==> config.mk <==
export PLATFORM = sky130hd
export DESIGN_NAME = out_to_link_flat
export DESIGN_NICKNAME = d
export VERILOG_FILES = /design/src/rtl/out_to_link_pkg.sv /design/src/rtl/out_to_link_if.sv /design/src/rtl/out_to_link_sync.sv /design/src/rtl/out_to_link.sv /design/src/flat_wrapper.sv
export SDC_FILE = /design/constraint.sdc
export NUM_CORES = 1
export LEC_CHECK = 0
export CORE_ASPECT_RATIO = 1.2
export CORE_UTILIZATION = 47
export CTS_CLUSTER_SIZE = 28
export DETAILED_ROUTE_END_ITERATION = 8
export PLACE_DENSITY = 0.76
export SETUP_SLACK_MARGIN = 0.5
export SYNTH_ARGS = -nofsm -noshare
export SYNTH_HDL_FRONTEND = slang
export SYNTH_HIERARCHICAL = 1
export SYNTH_SLANG_ARGS = --single-unit
==> constraint.sdc <==
create_clock -name clk -period 1.8 [get_ports clk]
set_clock_uncertainty 0.1 [all_clocks]
set_input_delay 0.18 -clock clk [delete_from_list [all_inputs] [get_ports clk]]
set_output_delay 0.18 -clock clk [all_outputs]
set_load 0.03 [all_outputs]
==> src/rtl/out_to_link_pkg.sv <==
// out_to_link shared types: state encoding and default ack timeout.
// Optional OUT_LINK_PARITY_EN adds a registered even-parity bit on the link.
package out_to_link_pkg;

  localparam int ACK_TIMEOUT_DEF = 1023;

  typedef enum logic [2:0] {
    IDLE  = 3'd0,
    SETUP = 3'd1,
    REQ   = 3'd2,
    REL   = 3'd3,
    DONE  = 3'd4
  } state_t;

endpackage

==> src/rtl/out_to_link_if.sv <==
// Bundle between FIFO_to_out/receiver side and out_to_link.
// Carries tparity only when OUT_LINK_PARITY_EN is defined.
interface out_to_link_if #(
  parameter int DATA_W = 8
);
  logic              isStart;
  logic [DATA_W-1:0] data;
  logic              isFinish;
  logic [DATA_W-1:0] tdata;
  logic              tsent;
  logic              trecieve;
  logic              busy;
  logic              error;
`ifdef OUT_LINK_PARITY_EN
  logic              tparity;

  modport master (
    output isStart, data, trecieve,
    input  isFinish, tdata, tsent, busy, error, tparity
  );
  modport slave (
    input  isStart, data, trecieve,
    output isFinish, tdata, tsent, busy, error, tparity
  );
`else
  modport master (
    output isStart, data, trecieve,
    input  isFinish, tdata, tsent, busy, error
  );
  modport slave (
    input  isStart, data, trecieve,
    output isFinish, tdata, tsent, busy, error
  );
`endif
endinterface

==> src/rtl/out_to_link_sync.sv <==
// link_sync: 2-flop synchroniser for an asynchronous input,
// synchronous active-low reset.
module link_sync (
  input  logic clk,
  input  logic reset,
  input  logic din,
  output logic dout
);
  logic meta;

  always_ff @(posedge clk) begin
    if (!reset) begin
      meta <= 1'b0;
      dout <= 1'b0;
    end else begin
      meta <= din;
      dout <= meta;
    end
  end
endmodule

==> src/rtl/out_to_link.sv <==
// out_to_link: presents one byte per transaction on a 4-phase link.
// Define OUT_LINK_PARITY_EN to add the tparity output.
module out_to_link
  import out_to_link_pkg::*;
#(
  parameter int DATA_W       = 8,
  parameter int SETUP_CYCLES = 1,
  parameter int ACK_TIMEOUT  = ACK_TIMEOUT_DEF
) (
  input logic          clk,
  input logic          reset,
  out_to_link_if.slave lnk
);
  localparam int TW = $clog2(ACK_TIMEOUT + 1);

  state_t          state, nxt;
  logic [3:0]      scnt;
  logic [TW-1:0]   tcnt;
  logic            ackS;
  logic            tmo;
  logic            tsentN;
  logic            finN;
  logic            busyN;
  logic            errN;

  link_sync uSync (
    .clk   (clk),
    .reset (reset),
    .din   (lnk.trecieve),
    .dout  (ackS)
  );

  assign tmo = (tcnt == TW'(ACK_TIMEOUT - 1));

  always_ff @(posedge clk) begin
    if (!reset) begin
      state        <= IDLE;
      scnt         <= 4'd0;
      tcnt         <= '0;
      lnk.tdata    <= {DATA_W{1'b0}};
      lnk.tsent    <= 1'b0;
      lnk.isFinish <= 1'b0;
      lnk.busy     <= 1'b0;
      lnk.error    <= 1'b0;
`ifdef OUT_LINK_PARITY_EN
      lnk.tparity  <= 1'b0;
`endif
    end else begin
      state        <= nxt;
      lnk.tsent    <= tsentN;
      lnk.isFinish <= finN;
      lnk.busy     <= busyN;
      lnk.error    <= errN;
      if (state == IDLE && lnk.isStart) begin
        lnk.tdata <= lnk.data;
        scnt      <= 4'(SETUP_CYCLES);
`ifdef OUT_LINK_PARITY_EN
        lnk.tparity <= ^lnk.data;
`endif
      end else if (state == SETUP) begin
        scnt <= scnt - 4'd1;
      end
      // Timeout count restarts on every state change
      if (nxt != state)
        tcnt <= '0;
      else if (state == REQ || state == REL)
        tcnt <= tcnt + 1'b1;
    end
  end

  always_comb begin
    nxt = state;
    unique case (state)
      IDLE:    if (lnk.isStart) nxt = SETUP;
      SETUP:   if (scnt <= 4'd1) nxt = REQ;
      REQ: begin
        if (ackS)     nxt = REL;
        else if (tmo) nxt = DONE;
      end
      REL: begin
        if (!ackS)    nxt = DONE;
        else if (tmo) nxt = DONE;
      end
      DONE:    nxt = IDLE;
      default: nxt = IDLE;
    endcase
  end

  always_comb begin
    tsentN = (nxt == REQ);
    finN   = (nxt == DONE);
    busyN  = (nxt != IDLE);
    errN   = lnk.error;
    if (state == IDLE && lnk.isStart)
      errN = 1'b0;
    else if ((state == REQ && !ackS && tmo) ||
             (state == REL && ackS && tmo))
      errN = 1'b1;
  end
endmodule

==> src/flat_wrapper.sv <==
// flat-port wrapper written by rule: the top's interface ports become plain ports
module out_to_link_flat import out_to_link_pkg::*;
#(
  parameter int DATA_W       = 8,
  parameter int SETUP_CYCLES = 1,
  parameter int ACK_TIMEOUT  = ACK_TIMEOUT_DEF
)
  (clk, reset, lnk_isStart, lnk_data, lnk_trecieve, lnk_isFinish, lnk_tdata, lnk_tsent, lnk_busy, lnk_error);
  out_to_link_if #(.DATA_W(DATA_W)) lnk_i ();
  input logic clk;
  input logic reset;
  input wire logic [$bits(lnk_i.isStart)-1:0] lnk_isStart;
  input wire logic [$bits(lnk_i.data)-1:0] lnk_data;
  input wire logic [$bits(lnk_i.trecieve)-1:0] lnk_trecieve;
  output wire logic [$bits(lnk_i.isFinish)-1:0] lnk_isFinish;
  output wire logic [$bits(lnk_i.tdata)-1:0] lnk_tdata;
  output wire logic [$bits(lnk_i.tsent)-1:0] lnk_tsent;
  output wire logic [$bits(lnk_i.busy)-1:0] lnk_busy;
  output wire logic [$bits(lnk_i.error)-1:0] lnk_error;
  assign lnk_i.isStart = lnk_isStart;
  assign lnk_i.data = lnk_data;
  assign lnk_i.trecieve = lnk_trecieve;
  assign lnk_isFinish = lnk_i.isFinish;
  assign lnk_tdata = lnk_i.tdata;
  assign lnk_tsent = lnk_i.tsent;
  assign lnk_busy = lnk_i.busy;
  assign lnk_error = lnk_i.error;
  out_to_link #(.DATA_W(DATA_W), .SETUP_CYCLES(SETUP_CYCLES), .ACK_TIMEOUT(ACK_TIMEOUT)) u_core (.clk(clk), .reset(reset), .lnk(lnk_i));
endmodule
; ---- Yosys cells after proc, flatten, opt, wreduce, memory -nomap -nowiden
; Index checks and enable logic that the tools add are counted.
[totals]
latchBits = 0
mem_count = 0
ff_bits = 31
mem_bits_rw = 0
mem_bits_ro = 0
elab_cells = 43
out_inout_bits = 12
[op_classes]
div_mod_pow = 0
add_sub_neg = 2
mul = 0
n_mux = 8
magnitude_cmp = 1
n_shift = 0
bitwise = 1
reduce_logical = 13
n_eq_ne = 7
[ops]
columns = operator, n
row1 = $mux W3, 5
row2 = $pmux W3 S4, 1
row3 = $add A10 B1 Y10 const B, 1
row4 = $eq A10 B10 Y1 const B, 1
row5 = $eq A3 B2 Y1 const B, 3
row6 = $logic_and A1 B1 Y1, 5
row7 = $le A4 B1 Y1 const B, 1
row8 = $reduce_or A2 Y1, 2
row9 = $sub A4 B1 Y4 const B, 1
row10 = $eq A3 B1 Y1 const B, 1
row11 = $eq A3 B3 Y1 const B, 1
row12 = $logic_not A3 Y1, 1
row13 = $ne A3 B3 Y1, 1
row14 = $reduce_bool A3 Y1, 1
row15 = $logic_or A1 B1 Y1, 2
row16 = $mux W1, 2
row17 = $reduce_bool A2 Y1, 1
row18 = $logic_not A1 Y1, 1
row19 = $not A1 Y1, 1

; ---- Longest topological paths before layout
[logic_depth]
depth_word = 6
ltp_mapped = 7
depth_no_buf = 7

; ---- Modules after synthesis
; The synthesis kept the hierarchy.
[modules_own_cells]
columns = mod, n_inst, area_per_inst_um2, cells_per_inst
row1 = out_to_link, 1, 1393.8, 155
row2 = link_sync, 1, 52.6, 4

; ---- Least setup slack after synthesis
; No wires, ideal clock.
[synth_timing]
path_type = register -> register
startpoint = register u_core.tcnt[0]
endpoint = register u_core.tcnt[1]
n_path_buf = 0
arrival_ns = 1.658
setup_time_ns = 0.079
path_slack_ns = -0.037
stages_incl_launch_ff = 8
required_ns = 1.621
period_less_slack_ns = 1.837
cell_sequence = dfxtp_1 > inv_1 > ha_1 > nand4_1 > nor3_1 > nor4b_1 > o21ai_4 > a211oi_2
[synth_via]
elab_chain_cells = 6
[synth_rtl]
columns = element, line
row1 = start: declaration, out_to_link.sv:18  ; logic [TW-1:0] tcnt;
row2 = start signal: assignment, out_to_link.sv:67  ; tcnt <= tcnt + 1'b1;
row3 = $eq A10 B10 Y1, out_to_link.sv:33  ; assign tmo = (tcnt == TW'(ACK_TIMEOUT - 1));
row4 = $mux W3, "out_to_link.sv:78, out_to_link.sv:82"
row5 = "$mux W3, on equally long branches", "out_to_link.sv:81, out_to_link.sv:77"
row6 = $pmux W3 S4, out_to_link.sv:73  ; unique case (state)
row7 = $ne A3 B3 Y1, out_to_link.sv:64  ; if (nxt != state)
row8 = $reduce_or A2 Y1 (no source line), n/a
; Parallel ways exist; a longest one is shown, timed or not.
; A chain may end at the register's enable or synchronous reset.

; ---- Worst setup path in the final report
[layout_timing]
startpoint = register u_core.tcnt[0]
endpoint = register u_core.lnk.tsent
[layout_via]
elab_chain_cells = 5
[layout_rtl]
columns = element, line
row1 = $eq A10 B10 Y1 (*), out_to_link.sv:33
row2 = $mux W3 (*), "out_to_link.sv:78, out_to_link.sv:82"
row3 = "$mux W3, on equally long branches", "out_to_link.sv:81, out_to_link.sv:77"
row4 = $pmux W3 S4 (*), out_to_link.sv:73
row5 = $eq A3 B2 Y1 (*), out_to_link.sv:90  ; tsentN = (nxt == REQ);
row6 = end signal: assignment, out_to_link.sv:50  ; lnk.tsent <= tsentN;
row7 = end: declaration, out_to_link_if.sv:32  ; output isFinish, tdata, tsent, busy, error
; Mark *: on every way between the ends. The rest lies on a longest branch, timed or not.

==> metrics.txt <==
status complete, but fails checks; violated checks setup timing; layout cells sized above 1 approximately two fifths; Critical Path Sink Type flop; Hold Fails Final Rpt 0; FP Rows 21; first-pass GRT wire length just under 5000 um; DIE HEIGHT 62.77 um; most frequent cells in the layout dfxtp_1, nor2_1, nand2_1; Skew-Pair Late Insertion Delay between 300 and 400 ps; Die X 52.64 um; placed insts 219; final setup fails 1; Gate Count Post-Synth roughly 160; routed vias/inst between 5 and 6; Syn Area/Cell roughly 9.1 um2; Clock Path Buffers 2; clock root cell clkbuf_4; Post-DP HPWL 2176 um; antenna violations before repair 0; clock sink total 31; design area between 0.002 and 0.0025 mm2; Yosys Warn Count 6; Final ANT Viol Nets 0; Final Critical Period about 1800 ps; DR WL/cell 14.64 um; Clk pin slew, worst setup/hold paths approximately 90 ps; Unique masters post-synth between 40 and 50; Setup CP Type flop to flop; number of diodes 0; Layout area overhead 43.68%; GR Util All Layers 20.14%; placed cell area around 0.0018 mm2; initial detailed-routing violation count 18; DRC Markers 0; Util after Layout between 70% and 80%; commonest non-fill, non-tap cell in the layout dfxtp_1; IO Count 24; Pwr Total 1.761 mW; setup slack at placement 23.58 ps; vias post-DR roughly 1300; crit path max fanout 3; Least-Margin Pin Slew about 460 ps; setup ws final -4.742 ps; CTS tree done; Initial Util about half; Seq cells post-synth 31; Arrival @ worst endpoint 1910 ps; Max Cap Violations 0; Worst slew margin 69.21%; RSZ-0062 raised after global routing yes; leakage power 0.7792 nW; vias in the first global route between 1000 and 1500; Slew Limit Fails 0; CP required approximately 1900 ps; Core ar. between 0.002 and 0.003 mm2; H-tree levels 2; VDD IR-drop max just under 0.0006 V; pwr dens about 850 mW/mm2; Port Buffers 23; largest net degree at the start of global routing 13; grt total ovfl 0; syn_nets between 150 and 200; Period Utilization, post-route 100.3%; HP Class input pin to flop; Mapped Area about 0.0014 mm2; DR pass1 iterations 4; Max Freq ~550 MHz; NumNets Final 218; final wirelength around 3500 um; Num CTS Buffers 5; gp weighted congestion between 0.8 and 0.9; DIE AREA around 0.0033 mm2; Worst Setup Start Kind flop; final std cells w/o fill ~240; sequential share of the synthesized area 42.91%
-- flip-flops by register name, summed over array words and instances (netlist names) --
signal / flops
u_core/lnk.busy: 1
u_core/lnk.error: 1
u_core/lnk.isFinish: 1
u_core/lnk.tdata: 8
u_core/lnk.tsent: 1
u_core/scnt: 4
u_core/state: 3
u_core/tcnt: 10
u_core/uSync/dout: 1
u_core/uSync/meta: 1
-- cells by family after synthesis --
family / after synthesis / share of synthesized area [%]
flops: 31 / 42.91
simple gates: 77 / 26.99
xor+xnor: 11 / 6.661
buf+inv: 12 / 4.585
compound gates: 24 / 15.40
fa+ha+maj: 4 / 3.460
-- path summary, 6_finish.rpt --
| kind | startpoint | to | slack (ps) | cells past startpoint |
|---|---|---|---|---|
| max | u_core/tcnt[0] | u_core/lnk.tsent | -5 | 6 |
| min | lnk_data[5] | u_core/lnk.tdata[5] | 300 | 3 |
| max reg2reg | u_core/tcnt[0] | u_core/lnk.tsent | -5 | 6 |
| min reg2reg | u_core/uSync/meta | u_core/uSync/dout | 350 | 1 |
-- where the power goes --
part	internal, mW	switching, mW	total, mW
Clock	0.181	0.223	0.404
Combinational	0.257	0.302	0.559
Sequential	0.742	0.0568	0.799
Total	1.18	0.581	1.76
-- final cells by class --
class,instances,area (um2)
multi-input cells,118,954.7
repair buffers,40,359.1
inverters,6,25.02
fillers,205,785.8
clock buffers,6,51.30
well taps,34,42.54
flip-flops and latches,31,640.6
clock inverters,1,5.005
-- worst max-delay path: stages (launching register included) --
cell and delay, ps:
dfxtp_4 370, inv_4 60, ha_4 120, nand4_1 140, or3_4 370, a221o_1 370
nor3b_1 160
-- per-stage QoR --
stage                     hold slack, ps  setup TNS (ps)
after floorplan                    201.7               0
after global placement             312.1               0
after detailed placement           329.9               0
after CTS                          287.3               0
after global routing               314.0          -271.3
final                              303.7          -4.742
-- Yosys cell counts --
cell       number  area share [%]
nor4_1          1            0.43
a41oi_1         1            0.61
a31oi_1         1            0.43
buf_2           2            0.69
or3b_4          1            0.78
and2_1          3             1.3
inv_1           6             1.6
o221ai_1        1            0.61
clkbuf_1        1            0.26
nand2_1        27             7.0
o21ai_4         1             1.1
nor3b_1         1            0.52
nand3b_1        1            0.52
nor2_1         23             6.0
or2b_1          1            0.52
o21ba_2         1            0.69
nor2b_1         2            0.86
a211oi_1        2             1.0
o31a_1          1            0.61
a211oi_2        1            0.86
nor4b_1         1            0.61
a21oi_1         2            0.69
ha_1            4             3.5
a31oi_2         1            0.86
a2111oi_4       1             1.9
buf_6           2             1.6
xor2_1          7             4.2
a221o_1         1            0.69
nor4b_2         1             1.0
xnor2_1         4             2.4
nor3_1          4             1.4
or3_1           1            0.43
nand4_1         3             1.3
nand4_2         1            0.86
nand2b_1        3             1.3
or4b_2          1            0.69
and4_1          1            0.61
buf_4           1            0.52
nor3b_2         1            0.86
o32ai_1         1            0.61
a21boi_0        9             4.7
dfxtp_1        31              43
-- routing by layer --
metal  up-vias  track usage (%)  share of wire, %
li1        632                -                 -
met5         -                0                 0
met2        36            34.81                55
met3         8            6.326               4.7
met1       622            21.52                38
met4         0            8.882               2.2
-- repair_timing --
action	4_1_cts	5_1_grt
resized for setup	46	42
cloned	1	1
hold buffers	0	0
setup buffers	3	5
pin swaps	10	9
endpoints found under the setup margin	41	35
Power figures use the tool's default switching activity.
==> patch: new RTL, same flow settings <==
`DATA_W` is set to 8 in 3 places; all go to 7.
--- a/src/rtl/out_to_link_if.sv
+++ b/src/rtl/out_to_link_if.sv
@@ -1,7 +1,7 @@
 // Bundle between FIFO_to_out/receiver side and out_to_link.
 // Carries tparity only when OUT_LINK_PARITY_EN is defined.
 interface out_to_link_if #(
-  parameter int DATA_W = 8
+  parameter int DATA_W = 7
 );
   logic              isStart;
   logic [DATA_W-1:0] data;
--- a/src/rtl/out_to_link.sv
+++ b/src/rtl/out_to_link.sv
@@ -3,7 +3,7 @@
 module out_to_link
   import out_to_link_pkg::*;
 #(
-  parameter int DATA_W       = 8,
+  parameter int DATA_W       = 7,
   parameter int SETUP_CYCLES = 1,
   parameter int ACK_TIMEOUT  = ACK_TIMEOUT_DEF
 ) (
--- a/src/flat_wrapper.sv
+++ b/src/flat_wrapper.sv
@@ -1,7 +1,7 @@
 // flat-port wrapper written by rule: the top's interface ports become plain ports
 module out_to_link_flat import out_to_link_pkg::*;
 #(
-  parameter int DATA_W       = 8,
+  parameter int DATA_W       = 7,
   parameter int SETUP_CYCLES = 1,
   parameter int ACK_TIMEOUT  = ACK_TIMEOUT_DEF
 )
Interface: changed (resized lnk_data and lnk_tdata); port bits go from 24 to 22. The function was not compared with the original's and may differ.
==> patch against the unedited design <==
  * Clock power is 1% higher
  * Synthesized area fell by 7.2%
  * Wire length shrank 16%
  * Largest power group unchanged
  * Cell area decreased by 13%
  * Combinational power up 59%
  * Total power up 25%
  * Setup slack gained 41 ps
  * Sequential cell count fell by 1
==> patch: results (changes against the unedited design) <==
{| class="wikitable"
! Metric !! Value
|-
| Slew headroom || 77.80% (+8.6 points)
|-
| Wire length after detailed routing || 2.892 mm (-16%)
|-
| Number of distinct library cells after synthesis || 31 (-26%)
|-
| First-pass GRT wire length || 4.836 mm (-1.0%)
|-
| Static leakage || 0.6722 nW (-14%)
|-
| Synthesized net count || 164 (-6.3%)
|-
| Detail Route Antenna Nets || 0 (unchanged)
|-
| Pre-CTS WS || 26.96 ps (+3.380 ps)
|-
| Net total in the final layout || 193 (-11%)
|-
| Max Fanout on Critical Path || 6 (+3)
|-
| Synth Area in Compound Gates || 12.67% (-2.7 points)
|-
| Die Outline Area || 3075 um2 (-6.9%)
|-
| Wire length per cell || 13.64 um (-6.8%)
|-
| Largest net degree at the start of global routing || 17 (+4)
|-
| Largest registers ranked by flip-flop count || u_core/tcnt x10, u_core/lnk.tdata x7, u_core/scnt x4
|-
| Largest stage delay on the critical path || 370 ps (about the same)
|-
| Cell class contributing the biggest share of worst-path delay || adder cells
|-
| Total routing usage reported by global routing || 22.20% (+2.1 points)
|-
| Number of buffers added on ports || 21 (-8.7%)
|-
| Run status || complete, no violations
|-
| Proportion of layout cells with a drive suffix above 1 || 32.40% (-7.7 points)
|-
| DP Area || 1592 um2 (-10%)
|-
| Start point of the worst min-delay path || lnk_data[2]
|-
| Adder and majority cell fraction of the synthesized area || 4.567% (+1.1 points)
|-
| Worst IR Drop VDD || 809.8 uV (+38%)
|-
| Placed cells || 199 (-9.1%)
|-
| Post-synthesis sequential area ratio || 44.73% (+1.8 points)
|-
| Parity-gate share of the synthesized area counting xor and xnor cells || 8.481% (+1.8 points)
|-
| RD Place Congestion || 0.7448 (-8.6%)
|-
| Slowest cell on the critical path || sky130_fd_sc_hd__dfxtp_4
|-
| Post-DP HPWL || 1.847 mm (-15%)
|-
| Routed vias || 1128 (-13%)
|-
| Drt initial violations || 17 (-1)
|-
| Most frequent cells after synthesis || sky130_fd_sc_hd__dfxtp_1 (30), sky130_fd_sc_hd__nand2_1 (22), sky130_fd_sc_hd__nor2_1 (21)
|-
| Cell types occupying the most area after synthesis || sky130_fd_sc_hd__dfxtp_1 (45%), sky130_fd_sc_hd__nand2_1 (6.2%), sky130_fd_sc_hd__nor2_1 (5.9%), sky130_fd_sc_hd__xor2_1 (5.9%), sky130_fd_sc_hd__a21boi_0 (4.5%)
|}
==> patch: changes by cell type after synthesis, sizes merged, moves of 2 or more <==
cell    delta
inv        -2
buf        -3
nor4b      -2
clkbuf     +4
nor3b      -2
xor2       +2
and2       +2
nor2       -2
nand4      -2
nand3      +3
a21oi      -2
nand2      -5
and3       +4
==> patch: worst reg2reg max path, stage by stage, from the launching register on <==
cell and delay, ps:
sky130_fd_sc_hd__dfxtp_4 370, sky130_fd_sc_hd__inv_2 40, sky130_fd_sc_hd__ha_4 140, sky130_fd_sc_hd__and3_4 150, sky130_fd_sc_hd__and4_4 210, sky130_fd_sc_hd__maj3_2 370
sky130_fd_sc_hd__o2bb2ai_4 170, sky130_fd_sc_hd__a211oi_2 140
==> patch: final cells by class <==
cell class | instances | area [um2]
Clock buffer | 7 | 55.05
Sequential cell | 30 | 620.6
Multi-Input combinational cell | 109 | 815.8
Fill cell | 205 | 829.5
Tap cell | 33 | 41.29
Inverter | 4 | 15.01
Clock inverter | 1 | 5.005
Timing Repair Buffer | 28 | 245.2
==> patch: logic make-up after synthesis <==
group / Yosys count
AND/OR/NAND/NOR: 71
flip-flops: 30
AO/OA/AOI/OAI: 19
XOR/XNOR: 13
buffers and inverters: 11
adder cells (fa/ha/maj): 5
==> patch: where the power goes <==
group | switching, mW | internal (mW) | total (mW)
Combinational | 0.495 | 0.394 | 0.888
Sequential | 0.120 | 0.781 | 0.901
Clock | 0.220 | 0.189 | 0.409
==> patch: worst paths after layout <==
path / end / slack (ps) / depth (start not counted)
setup / recovery: u_core/tcnt[1] / 40 / 7
hold / removal: u_core/lnk.tdata[2] / 300 / 3
setup reg to reg: u_core/tcnt[1] / 40 / 7
hold reg to reg: u_core/uSync/dout / 340 / 1
==> patch: routing by layer <==
layer / track usage [%] / share of wire [%] / vias up
li1: - / - / 560
met1: 22.57 / 41 / 520
met2: 39.43 / 51 / 43
met3: 9.524 / 6.3 / 5
met4: 10.71 / 2.0 / 0
met5: 0 / 0 / -
==> patch: timing repair <==
item,in CTS,in global routing
buffers inserted,4,0
hold buffers,0,0
pin swaps,7,3
resized for setup,57,18
gates cloned,1,0
endpoints found under the setup margin,39,33
